===== config.mk =====
export PLATFORM = sky130hd
export DESIGN_NAME = weight_loader
export DESIGN_NICKNAME = d
export VERILOG_FILES = /design/src/rtl/weight_loader.sv
export SDC_FILE = /design/constraint.sdc
export NUM_CORES = 1
export LEC_CHECK = 0
export BUFFER_PORTS_ARGS = -buffer_cell sky130_fd_sc_hd__buf_2
export CORE_UTILIZATION = 30
export DETAILED_ROUTE_END_ITERATION = 10
export PLACE_DENSITY = 0.59
export SLEW_MARGIN = 20
export SYNTH_ARGS = -nofsm -noshare
export SYNTH_HDL_FRONTEND = slang
export SYNTH_SLANG_ARGS = --single-unit

===== constraint.sdc =====
create_clock -name clk -period 3.25 [get_ports clk]
set_input_delay 0.65 -clock clk [delete_from_list [all_inputs] [get_ports clk]]
set_output_delay 0.65 -clock clk [all_outputs]
set_load 0.03 [all_outputs]

===== src/rtl/weight_loader.sv =====
// Weight loader: fetches N consecutive weights from a word-addressed memory over a
// req/ack port and writes each one to the weight register bank as a one-cycle strobe.
module weight_loader #(
  parameter int unsigned bit_width = 32,
  parameter int unsigned N         = 9,
  parameter int unsigned ADDR_W    = 16,
  parameter int unsigned IDX_W     = (N > 1) ? $clog2(N) : 1
) (
  input  logic                 clk,
  input  logic                 reset,
  input  logic                 start,
  input  logic [ADDR_W-1:0]    base_addr,
  output logic                 busy,
  output logic                 done,
  output logic                 mem_req,
  output logic [ADDR_W-1:0]    mem_addr,
  input  logic                 mem_ack,
  input  logic [bit_width-1:0] mem_data,
  output logic                 write,
  output logic [IDX_W-1:0]     weight_index,
  output logic [bit_width-1:0] weight_out
);

  localparam logic [IDX_W-1:0] LastIdx = IDX_W'(N - 1);

  typedef enum logic [1:0] {StIdle, StReq, StWrite, StDone} state_e;

  state_e               state_q, state_d;
  logic [IDX_W-1:0]     idx_q, idx_d;
  logic [ADDR_W-1:0]    base_q, base_d;

  logic                 busy_q, busy_d;
  logic                 done_q, done_d;
  logic                 mem_req_q, mem_req_d;
  logic [ADDR_W-1:0]    mem_addr_q, mem_addr_d;
  logic                 write_q, write_d;
  logic [IDX_W-1:0]     weight_index_q, weight_index_d;
  logic [bit_width-1:0] weight_out_q, weight_out_d;

  // State, slot counter and latched base address.
  always_ff @(posedge clk or posedge reset) begin
    if (reset) begin
      state_q <= StIdle;
      idx_q   <= '0;
      base_q  <= '0;
    end else begin
      state_q <= state_d;
      idx_q   <= idx_d;
      base_q  <= base_d;
    end
  end

  // Next-state logic: one REQ/WRITE pair per weight, then a single DONE cycle.
  always_comb begin
    state_d = state_q;
    idx_d   = idx_q;
    base_d  = base_q;
    unique case (state_q)
      StIdle: begin
        if (start) begin
          state_d = StReq;
          base_d  = base_addr;
          idx_d   = '0;
        end
      end
      StReq: begin
        if (mem_ack) state_d = StWrite;
      end
      StWrite: begin
        if (idx_q == LastIdx) begin
          state_d = StDone;
        end else begin
          idx_d   = idx_q + 1'b1;
          state_d = StReq;
        end
      end
      StDone: state_d = StIdle;
      default: state_d = StIdle;
    endcase
  end

  // Output logic: next values of the registered outputs, decoded from the next state so
  // every output lines up with the cycle its state is occupied.
  always_comb begin
    busy_d         = (state_d != StIdle);
    done_d         = (state_d == StDone);
    mem_req_d      = (state_d == StReq);
    write_d        = (state_d == StWrite);
    mem_addr_d     = mem_addr_q;
    weight_index_d = weight_index_q;
    weight_out_d   = weight_out_q;
    // Address wraps modulo 2^ADDR_W.
    if (state_d == StReq) mem_addr_d = base_d + ADDR_W'(idx_d);
    // Capture only on a requested ack; stray acks outside REQ are dropped.
    if (state_q == StReq && mem_ack) begin
      weight_index_d = idx_q;
      weight_out_d   = mem_data;
    end
  end

  // Output registers.
  always_ff @(posedge clk or posedge reset) begin
    if (reset) begin
      busy_q         <= 1'b0;
      done_q         <= 1'b0;
      mem_req_q      <= 1'b0;
      mem_addr_q     <= '0;
      write_q        <= 1'b0;
      weight_index_q <= '0;
      weight_out_q   <= '0;
    end else begin
      busy_q         <= busy_d;
      done_q         <= done_d;
      mem_req_q      <= mem_req_d;
      mem_addr_q     <= mem_addr_d;
      write_q        <= write_d;
      weight_index_q <= weight_index_d;
      weight_out_q   <= weight_out_d;
    end
  end

  assign busy         = busy_q;
  assign done         = done_q;
  assign mem_req      = mem_req_q;
  assign mem_addr     = mem_addr_q;
  assign write        = write_q;
  assign weight_index = weight_index_q;
  assign weight_out   = weight_out_q;

endmodule


==> flow_summary.yaml <==
sta:
  slew_headroom: 0.353
  fmax_mhz: 347
  worst_pin_slew_ps: 970
  rsz0062_at_grt: "false"
  final.setup_skew_ps: 5.21
  hold_viol: 0
  fin_crit_sh: 0.887
  setup_viol: 0
  drv_slew: 0
  fin_crit_ps: 2880
  worst_slack_ps: 367
  tns_ps: 0
clock_network:
  cts_tree: "yes"
  cts_buffer_depth: 2
  cts-hold-fix-buffers: 0
  cts_made_buffers: 9
  cts_resized: 0
  clock_latency_ps: 330
  postCtsSetupBuffers: 0
  clkTransAtPathRegs_ps: 60
  htree_levels: 3
  root_buffer: "clkbuf_16"
  clock-sinks: 78
global_routing:
  antenna_found_initial: 0
  grt_pass1_vias: 2682
  grt_pass1_wl_mm: 13.0
  grt_usage: 0.143
  grt.overflow.total: 0
  grt_max_degree: 46
setup_path:
  worstPathCellList: "or3b_1 > buf_4 > nand2_1 > nand2_1 > ha_1 > o21ai_0 > o21bai_1 > nand4_1 > xor2_1 > o21ai_0"
  path_class: "flop to flop"
  cp-end-kind: "flop"
  setup.worst_path.start: "state_q[1]"
  required_ps: 3500
  r2r_cells: 10
  cp_max_fo: 14
  crit_arrival_ps: 3130
  reg2reg_slack_ps: 370
  regToRegStartpoint: "state_q[1]"
  cpPeakStageDelay_ps: 490
  start_kind: "flop"
  r2r_end: "mem_addr[13]"
  critPathSlowestCell: "or3b_1"
floorplan:
  dieWidth_um: 110
  core_area_um2: 11400
  initial_core_util: 0.308
  io_pins: 108
  num_rows: 39
  die_h_um: 110
  die-area_um2: 12100
place:
  gp_congestion: 0.816
  dp_cells: 607
  dpl.hpwl_mm: 6.04
  portBuffers: 107
  dp_slack_ps: 127
  dpl_cell_area_um2: 4170
route:
  vias: 2868
  avgRoutedWirePerCell_um: 13.2
  wl_mm: 8.24
  vias_per_cell: 4.60
  drtAntennaViolNets: 0
  first_pass_iters: 4
  drtIter0Drc: 92
  drc: 0
power_and_ir_drop:
  powerDensity_nw_per_um2: 1080
  p_int_mw: 2.68
  peakVddDrop_v: 0.000484
  sw_frac_of_total: 0.446
  power_mw: 4.84
  p_seq_frac: 0.348
  clockPowerShare: 0.202
  p_sw_mw: 2.16
  power.static_leakage_nw: 2.37
  combPwrFrac: 0.450
outcome:
  status: "finished clean"
synthesis:
  synth_edf_count: 0
  ys_seq_area_frac: 0.558
  synth_area_per_cell_um2: 9.53
  postSynthCellCount: 367
  syn-num-nets: 426
  ys_types: 43
  synth_warnings: 0
  ys_async_sr_fraction: 1.00
  synth_flop_cell: "dfrtp_1"
  synth_seq_cells: 78
  synth_area_um2: 3500
cells_and_area:
  diodes: 0
  fin_area_um2: 4460
  drive_above_1_share: 0.288
  area_delta_synth_final_pct: 27.6
  n_fill_cell: 1151
  final_nets: 534
  final_cells: 623
run:
  maxCapViolCount: 0
min_path:
  hp-class: "input port to async pin"
==> cell type report <==
| class | count | area (um2) | share of cell area |
|---|---|---|---|
| inverter | 8 | 30.0 | 0.00673 |
| timing repair buffer | 112 | 586 | 0.131 |
| clock buffer | 10 | 229 | 0.0513 |
| sequential | 78 | 1950 | 0.437 |
| clock inverter | 6 | 62.6 | 0.0140 |
| multi-input combinational | 266 | 1430 | 0.319 |
| tap | 143 | 179 | 0.0401 |
==> synthesized netlist by cell type, types with 3 or more instances <==
cell type / n / area, um2
nand2_1: 156 / 586
buf_6: 3 / 33.8
a211oi_1: 3 / 22.5
inv_1: 7 / 26.3
o211ai_1: 3 / 22.5
buf_1: 3 / 11.3
mux2i_1: 5 / 50.1
nor2_1: 5 / 18.8
mux2_2: 5 / 56.3
a21oi_1: 4 / 20.0
ha_1: 6 / 75.1
o21ai_0: 21 / 105
clkbuf_1: 6 / 22.5
xnor2_1: 3 / 26.3
dfrtp_1: 78 / 1950
nor2b_1: 3 / 18.8
nand3_1: 9 / 45.0
and3_1: 3 / 18.8
buf_4: 3 / 22.5
a21o_1: 3 / 22.5
xor2_1: 12 / 105
==> worst max-delay path: cells and delay by family (launching register included) <==
| family | cells | cell delay (ps) |
|---|---|---|
| adder cells (fa/ha/maj) | 1 | 360 |
| flip-flops | 1 | 480 |
| AND/OR/NAND/NOR | 4 | 810 |
| buffers and inverters | 1 | 230 |
| AO/OA/AOI/OAI | 3 | 740 |
| XOR/XNOR | 1 | 180 |
==> registers in the layout (all words and copies together), names as in the netlist <==
register,cells
base_q,16
busy,1
done,1
idx_q,4
mem_addr,16
mem_req,1
state_q,2
weight_index,4
weight_out,32
write,1
==> routing by layer <==
metal,share of wire,track usage,wire length (um),vias to the layer above
li1,-,-,-,1415
met1,0.47,0.192,3910,1341
met2,0.44,0.216,3600,101
met3,0.073,0.0314,604,11
met4,0.016,0.0686,129,0
met5,0,0,0,-
==> power groups by stage <==
stage | sequential, mW | combinational, mW | clock (mW)
floorplan | 2.28 | 0.984 | 0
global placement | 1.68 | 2.17 | 0
detailed placement | 1.70 | 2.21 | 0
CTS | 1.69 | 2.21 | 1.01
global route | 1.75 | 2.41 | 1.05
finish | 1.68 | 2.18 | 0.977
==> stage by stage <==
stage | util | hold slack, ps
final | 0.393 | 445
after global placement | 0.367 | 452
after global routing | 0.393 | 491
after CTS | 0.393 | 472
after detailed placement | 0.367 | 462
after floorplan | - | 444
==> worst max-delay path by stage <==
stage              endpoint
2_1_floorplan  mem_addr[14]
3_3_place_gp    mem_addr[9]
3_5_place_dp    mem_addr[9]
4_1_cts         mem_addr[9]
5_1_grt        mem_addr[11]
6_report       mem_addr[13]
==> logic make-up (layout without fill, tap and decap cells) <==
logic type | after synthesis | count (layout) | synth area share
and+or+nand+nor | 190 | 190 | 0.234
AOI/OAI and AO/OA | 44 | 44 | 0.0787
muxes | 10 | 10 | 0.0304
buffers and inverters | 23 | 136 | 0.0343
adders and majority gates | 7 | 7 | 0.0272
DFF | 78 | 78 | 0.558
xor gates and xnor gates | 15 | 15 | 0.0376
==> cell usage in the layout, fill, tap and decap left out, types with 6 or more instances in the layout <==
| cell type | n |
|---|---|
| buf_2 | 107 |
| clkbuf_16 | 9 |
| dfrtp_1 | 78 |
| ha_1 | 6 |
| inv_1 | 6 |
| nand2_1 | 156 |
| nand3_1 | 9 |
| o21ai_0 | 21 |
| xor2_1 | 12 |
(Power assumes the default switching activity.)
